==> src/rtl/memory_arbiter_pkg.sv <==
// Shared types for the memory arbiter: register value, grant owner and
// arbiter state encodings.
package memory_arbiter_pkg;

  localparam int REGVAL_W = 32;

  typedef logic [REGVAL_W-1:0] regval_t;

  typedef enum logic [1:0] {
    OwnerNone,
    OwnerFetch,
    OwnerRead,
    OwnerWrite
  } owner_t;

  typedef enum logic [1:0] {
    IDLE,
    ISSUE,
    WAIT_DATA,
    DONE
  } state_t;

  function automatic logic owner_is_write(input owner_t owner);
    return owner == OwnerWrite;
  endfunction

endpackage

==> src/rtl/memory_arbiter_priority_picker.sv <==
// Combinational grant selection: write > read > fetch, unless a waiting fetch
// has been passed over often enough to be forced through.
module memory_arbiter_priority_picker
  import memory_arbiter_pkg::*;
(
  input  logic   i_fetch_request,
  input  logic   i_read_request,
  input  logic   i_write_request,
  input  logic   i_starved,
  output owner_t o_winner
);

  always_comb begin
    o_winner = OwnerNone;
    if (i_fetch_request && i_starved) begin
      o_winner = OwnerFetch;
    end else if (i_write_request) begin
      o_winner = OwnerWrite;
    end else if (i_read_request) begin
      o_winner = OwnerRead;
    end else if (i_fetch_request) begin
      o_winner = OwnerFetch;
    end
  end

endmodule

==> src/rtl/memory_arbiter.sv <==
// Shares one external memory port between fetch, data-read and store
// requesters; one transaction in flight, one done pulse per completed grant.
module memory_arbiter
  import memory_arbiter_pkg::*;
#(
  parameter int WIDTH        = $bits(regval_t),
  parameter int STARVE_LIMIT = 4
) (
  input  logic             clock,
  input  logic             reset,
  input  logic             fetch_request,
  input  logic [WIDTH-1:0] fetch_address,
  output logic             fetch_done,
  output logic [WIDTH-1:0] fetch_data,
  input  logic             read_request,
  input  logic [WIDTH-1:0] read_address,
  output logic             read_done,
  output logic [WIDTH-1:0] read_data,
  input  logic             write_request,
  input  logic [WIDTH-1:0] write_address,
  input  logic [WIDTH-1:0] write_data,
  output logic             write_done,
  output logic             mem_read,
  output logic             mem_write,
  output logic [WIDTH-1:0] mem_address,
  output logic [WIDTH-1:0] mem_writedata,
  input  logic             mem_waitrequest,
  input  logic [WIDTH-1:0] mem_readdata,
  input  logic             mem_readdatavalid
);

  localparam int            CW    = $clog2(STARVE_LIMIT + 1);
  localparam logic [CW-1:0] LIMIT = CW'(STARVE_LIMIT);

  state_t           r_state;
  owner_t           r_owner;
  logic [CW-1:0]    r_starve;
  logic             r_mem_read;
  logic             r_mem_write;
  logic [WIDTH-1:0] r_mem_address;
  logic [WIDTH-1:0] r_mem_writedata;
  logic             r_fetch_done;
  logic             r_read_done;
  logic             r_write_done;
  logic [WIDTH-1:0] r_fetch_data;
  logic [WIDTH-1:0] r_read_data;

  owner_t           w_winner;
  logic             w_starved;
  logic             w_grant;

  assign w_starved = (r_starve == LIMIT);
  assign w_grant   = (r_state == IDLE) && (w_winner != OwnerNone);

  memory_arbiter_priority_picker u_picker (
    .i_fetch_request (fetch_request),
    .i_read_request  (read_request),
    .i_write_request (write_request),
    .i_starved       (w_starved),
    .o_winner        (w_winner)
  );

  // Counts grants that bypassed a waiting fetch; saturates at the limit.
  always_ff @(posedge clock or posedge reset) begin
    if (reset) begin
      r_starve <= '0;
    end else if (!fetch_request) begin
      r_starve <= '0;
    end else if (w_grant) begin
      if (w_winner == OwnerFetch) begin
        r_starve <= '0;
      end else if (!w_starved) begin
        r_starve <= r_starve + CW'(1);
      end
    end
  end

  always_ff @(posedge clock or posedge reset) begin
    if (reset) begin
      r_state         <= IDLE;
      r_owner         <= OwnerNone;
      r_mem_read      <= 1'b0;
      r_mem_write     <= 1'b0;
      r_mem_address   <= '0;
      r_mem_writedata <= '0;
      r_fetch_done    <= 1'b0;
      r_read_done     <= 1'b0;
      r_write_done    <= 1'b0;
      r_fetch_data    <= '0;
      r_read_data     <= '0;
    end else begin
      unique case (r_state)
        IDLE: begin
          r_owner <= w_winner;
          case (w_winner)
            OwnerWrite: begin
              r_mem_write     <= 1'b1;
              r_mem_address   <= write_address;
              r_mem_writedata <= write_data;
              r_state         <= ISSUE;
            end
            OwnerRead: begin
              r_mem_read    <= 1'b1;
              r_mem_address <= read_address;
              r_state       <= ISSUE;
            end
            OwnerFetch: begin
              r_mem_read    <= 1'b1;
              r_mem_address <= fetch_address;
              r_state       <= ISSUE;
            end
            default: r_state <= IDLE;
          endcase
        end

        ISSUE: begin
          if (!mem_waitrequest) begin
            r_mem_read  <= 1'b0;
            r_mem_write <= 1'b0;
            if (owner_is_write(r_owner)) begin
              r_write_done <= 1'b1;
              r_state      <= DONE;
            end else begin
              r_state <= WAIT_DATA;
            end
          end
        end

        WAIT_DATA: begin
          if (mem_readdatavalid) begin
            if (r_owner == OwnerFetch) begin
              r_fetch_data <= mem_readdata;
              r_fetch_done <= 1'b1;
            end else begin
              r_read_data <= mem_readdata;
              r_read_done <= 1'b1;
            end
            r_state <= DONE;
          end
        end

        DONE: begin
          r_fetch_done <= 1'b0;
          r_read_done  <= 1'b0;
          r_write_done <= 1'b0;
          r_owner      <= OwnerNone;
          r_state      <= IDLE;
        end

        default: r_state <= IDLE;
      endcase
    end
  end

  assign mem_read      = r_mem_read;
  assign mem_write     = r_mem_write;
  assign mem_address   = r_mem_address;
  assign mem_writedata = r_mem_writedata;
  assign fetch_done    = r_fetch_done;
  assign read_done     = r_read_done;
  assign write_done    = r_write_done;
  assign fetch_data    = r_fetch_data;
  assign read_data     = r_read_data;

endmodule

==> config.mk <==
export PLATFORM = sky130hd
export DESIGN_NAME = memory_arbiter
export DESIGN_NICKNAME = d
export VERILOG_FILES = /design/src/rtl/memory_arbiter_pkg.sv /design/src/rtl/memory_arbiter_priority_picker.sv /design/src/rtl/memory_arbiter.sv
export SDC_FILE = /design/constraint.sdc
export NUM_CORES = 1
export LEC_CHECK = 0
export ABC_AREA = 1
export CORE_UTILIZATION = 38
export CTS_CLUSTER_SIZE = 14
export DETAILED_ROUTE_END_ITERATION = 12
export PLACE_DENSITY = 0.78
export SKIP_LAST_GASP = 1
export SYNTH_ARGS = -nofsm -noshare
export SYNTH_HDL_FRONTEND = slang
export SYNTH_SLANG_ARGS = --single-unit
==> constraint.sdc <==
create_clock -name clock -period 4.1 [get_ports clock]
set_clock_uncertainty 0.05 [all_clocks]
set_input_delay 0.41 -clock clock [delete_from_list [all_inputs] [get_ports clock]]
set_output_delay 0.41 -clock clock [all_outputs]
set_load 0.05 [all_outputs]
==> results.txt <==
- The flow ran to the end, and the final reports show no timing, DRC or antenna violations.
- Warnings, synthesis: 0
* Number of nets still failing antenna checks after routing: 0
- The repair_antennas step left the layout with diodes totalling 0.
* Later-pin clock latency in the skew report: 410 ps
* Setup tns final: 0 ps
* Top cells by instance count after synthesis: sky130_fd_sc_hd__nand2_1, sky130_fd_sc_hd__dfrtp_1, sky130_fd_sc_hd__inv_1
- Post-route minimum period: 2740 ps
- In the finished design, the share of the clock period the worst path needs comes to 66.7%.
* Slowest stage cell on the critical path: sky130_fd_sc_hd__ha_2
- The initial antenna violation count was 0.
- At the worst endpoint, the required time is 4350 ps.
* Tightest slew margin relative to the limit: 23.5%
* Clock Tree Buf Depth: 2
* Unrepaired setup endpoints after global routing: no
- Post-synthesis cell type with the largest combined area: sky130_fd_sc_hd__dfrtp_1
- P per Cell Area: 912 mW/mm^2
- Seq/Total Area, Yosys: 54.8%
- Congestion Overflow GR: 0
- Die X-Extent: 132 um
- Compared with the post-synthesis result, the final layout area differs by 57.8%.
- Synthesis inferred 140 register bits.
- Routed wire length: 18.3 mm
* Upper clock frequency limit: 0.365 GHz
- Gr usage total: 21.7%
* DRC marker count from the first detailed-route iteration: 237
- Remaining design rule violation count: 0
- Summing the areas of all compound-gate instances in the mapped netlist gives 10.9% of the synthesized area.
- Class of the most critical hold timing path: reg -> reg
- Leak pwr: 0.00471 uW
* Actual slew at the worst max-slew pin: 1150 ps
- Share of final-layout standard cells stronger than drive strength 1: 7.68%
- The largest single stage delay on the critical path is 1020 ps.
* Most repeated library cell on the critical path: sky130_fd_sc_hd__nand3_1
- The critical path crosses 9 cells after its start point.
- Most used standard cell by instance count after synthesis: sky130_fd_sc_hd__nand2_1
- Once placement finished, the instance area stood at 0.00946 sq mm.
- Count of buffers from port buffering: 299
- Portion of netlist area occupied by mux cells: 0%
- Clock tree from TritonCTS: yes
- Maximum Capacitance Violations: 0
- Main combinational cell family by area after synthesis: simple AND/OR/NAND/NOR gates
- Ranking of synthesized cells by area: sky130_fd_sc_hd__dfrtp_1, sky130_fd_sc_hd__nand2_1, sky130_fd_sc_hd__o21ai_2, sky130_fd_sc_hd__nand3_1, sky130_fd_sc_hd__o21ai_1
* Area inside the core boundary: 0.0165 sq mm
- Total standard cell area after synthesis: 0.00640 sq mm
- Post-synth top area share: 54.8%
- Detail-routed via count per cell: 4.65
* Clock slew at the register clock pins of the worst setup and hold paths: 60 ps
* Initial core utilization: 38.7%
* Number of nets at the end of the flow: 1207
- Via count of the first global-routing pass: 5950
* Nets in the synthesized netlist: 922
* Mapped Cells: 743
- The wire-length estimate of the detail-placed layout is 12.9 mm.
- CTS sink cnt: 140
- Buffer type at the clock tree root: sky130_fd_sc_hd__clkbuf_16
- Final estimated routing congestion in global placement: 0.858
- After clock tree synthesis, the setup repair step added 0 buffers.
* Number of levels in the clock H-tree: 4
- STA puts the critical path data arrival time at 2980 ps.
- Worst r2r path cells: 9
* Via count: 5861
* Register-to-register setup slack: 1360 ps
- For this run, the detailed router's first-pass iteration total came to 5.
- Count of flip-flops with a built-in enable after synthesis: 0
- TritonCTS buffer count: 17
- The synthesized netlist devotes 2.35% of its cell area to adder and majority cells.
- Worst path cell trace: inv_1 > ha_1 > nand3_1 > o21ai_0 > ha_2 > buf_4 > nand3_1 > nand2_1 > o21ai_1
- Async set-reset flop share out of synthesis: 100%
* Worst Setup EP: mem_address[31]$_DFFE_PP0P_
- After Yosys synthesis, and, or, nand and nor cells account for 24.5% of the synthesized area.
* Largest net degree at the start of global routing: 107
* Startpoint class of the critical path: flip-flop
- Final setup violating endpoints: 0
- Highest net fanout along the worst path: 55
- Worst ir drop on vdd: 0.000537 V
- Row generation in the floorplan step produced 47 rows.
- The most critical setup path has its startpoint at r_starve[0]$_DFFE_PP0P_.
- Number of endpoints with negative hold slack in the final report: 0
- Final Slew Violations: 0
- After clock tree synthesis, the repair step resized 0 gates.
- R2r endpoint: mem_address[31]$_DFFE_PP0P_
- Kind of cell adding the most delay to the critical path: adder cells
- Xor and xnor fraction of the mapped netlist area: 0%
- Classification of the worst setup path: reg -> reg
* Critical path buffer and inverter count: 2
* Synth cell types: 22
* Critical Path End Type: flip-flop
- Summing all non-filler instances in the final layout gives an area of 0.0101 sq mm.
- In this run, placement finished with an instance count of 1229.
- Number of top-level pins: 300
* Source of the worst register-to-register timing path: r_starve[0]$_DFFE_PP0P_
* Finished Core Util: 61.1%
- Most frequently used flop master after synthesis: sky130_fd_sc_hd__dfrtp_1
- Number of non-filler instances in the completed layout: 1261
* Die span in y: 132 um
* First-pass GRT wire length: 29.7 mm
- Hold buffer count at cts: 0
- In the final routed layout, each cell accounts on average for 14.5 um.
- The average instance in the mapped netlist occupies 8.61 sq um.
- The die covers 0.0174 sq mm.
[per-stage QoR]
step           hold WS, ps  total power [uW]  worst slack (ps)
2_1_floorplan          417              5860              1890
3_3_place_gp           410              7530              1180
3_5_place_dp           414              7600              1110
4_1_cts                430              9290              1340
5_1_grt                442              9710              1080
6_report               426              9210              1360
[worst reg2reg max path: cells and delay by family (launching register included)]
kind / cells / cell delay [ps]
buf+inv: 2 / 390
flops: 1 / 380
simple gates: 3 / 290
compound gates: 2 / 290
fa+ha+maj: 2 / 1230
[worst min-delay path by stage]
| stage | startpoint | endpoint | slack [ps] | depth (start not counted) |
|---|---|---|---|---|
| global route | mem_address[10]$_DFFE_PP0P_ | mem_address[10]$_DFFE_PP0P_ | 440 | 2 |
| global placement | fetch_done$_DFFE_PP0P_ | fetch_done$_DFFE_PP0P_ | 410 | 2 |
| finish | read_done$_DFFE_PP0P_ | read_done$_DFFE_PP0P_ | 430 | 2 |
| CTS | read_done$_DFFE_PP0P_ | read_done$_DFFE_PP0P_ | 430 | 2 |
| detailed placement | mem_writedata[22]$_DFFE_PP0P_ | mem_writedata[22]$_DFFE_PP0P_ | 410 | 2 |
| floorplan | r_starve[1]$_DFFE_PP0P_ | r_starve[1]$_DFFE_PP0P_ | 420 | 2 |
[metal layers]
metal	global-route usage (%)	part of all wire [%]	wire, um
met1	25.4	40	7400
met2	36.7	49	8960
met3	7.57	8.6	1570
met4	7.88	2.0	367
met5	0	0	0
[sequential cells by signal (all words and copies together) (netlist names), 2 cells and up]
name and count:
fetch_data 32, r_owner 2, mem_address 32, read_data 32
mem_writedata 32, r_starve 3, r_state 2
[layout by cell type, fill, tap and decap left out, types with 2 or more instances in the layout]
master | synthesis | final
sky130_fd_sc_hd__o21ai_0 | 12 | 12
sky130_fd_sc_hd__clkinv_4 | 0 | 2
sky130_fd_sc_hd__inv_6 | 0 | 2
sky130_fd_sc_hd__clkinvlp_4 | 0 | 4
sky130_fd_sc_hd__nor2_1 | 21 | 21
sky130_fd_sc_hd__o21ai_2 | 32 | 32
sky130_fd_sc_hd__o211ai_1 | 19 | 19
sky130_fd_sc_hd__nand3_1 | 42 | 42
sky130_fd_sc_hd__dfrtp_1 | 140 | 140
sky130_fd_sc_hd__clkinv_2 | 0 | 3
sky130_fd_sc_hd__o21ai_1 | 40 | 40
sky130_fd_sc_hd__inv_2 | 4 | 4
sky130_fd_sc_hd__clkbuf_16 | 0 | 17
sky130_fd_sc_hd__nand4_1 | 3 | 3
sky130_fd_sc_hd__nand2_1 | 321 | 321
sky130_fd_sc_hd__ha_1 | 12 | 11
sky130_fd_sc_hd__a21oi_1 | 2 | 2
sky130_fd_sc_hd__inv_1 | 51 | 50
sky130_fd_sc_hd__bufinv_16 | 0 | 4
sky130_fd_sc_hd__clkdlybuf4s50_1 | 0 | 299
sky130_fd_sc_hd__buf_4 | 7 | 5
[cell type report]
class | count | area, sq um
clock inverter | 14 | 193
timing repair buffer | 305 | 3050
fill | 1419 | 6430
clock buffer | 18 | 439
inverter | 55 | 210
sequential | 140 | 3500
multi-input combinational | 509 | 2420
tap | 220 | 275
[power breakdown]
group / switching, uW / internal, uW
clock: 605 / 1040
combinational: 3480 / 1680
sequential: 360 / 2040
[kinds of logic after synthesis]
family,after synthesis
buffers and inverters,94
AOI/OAI and AO/OA,106
DFF,140
adders and majority gates,12
and+or+nand+nor,391
Power figures use the tool's default switching activity.
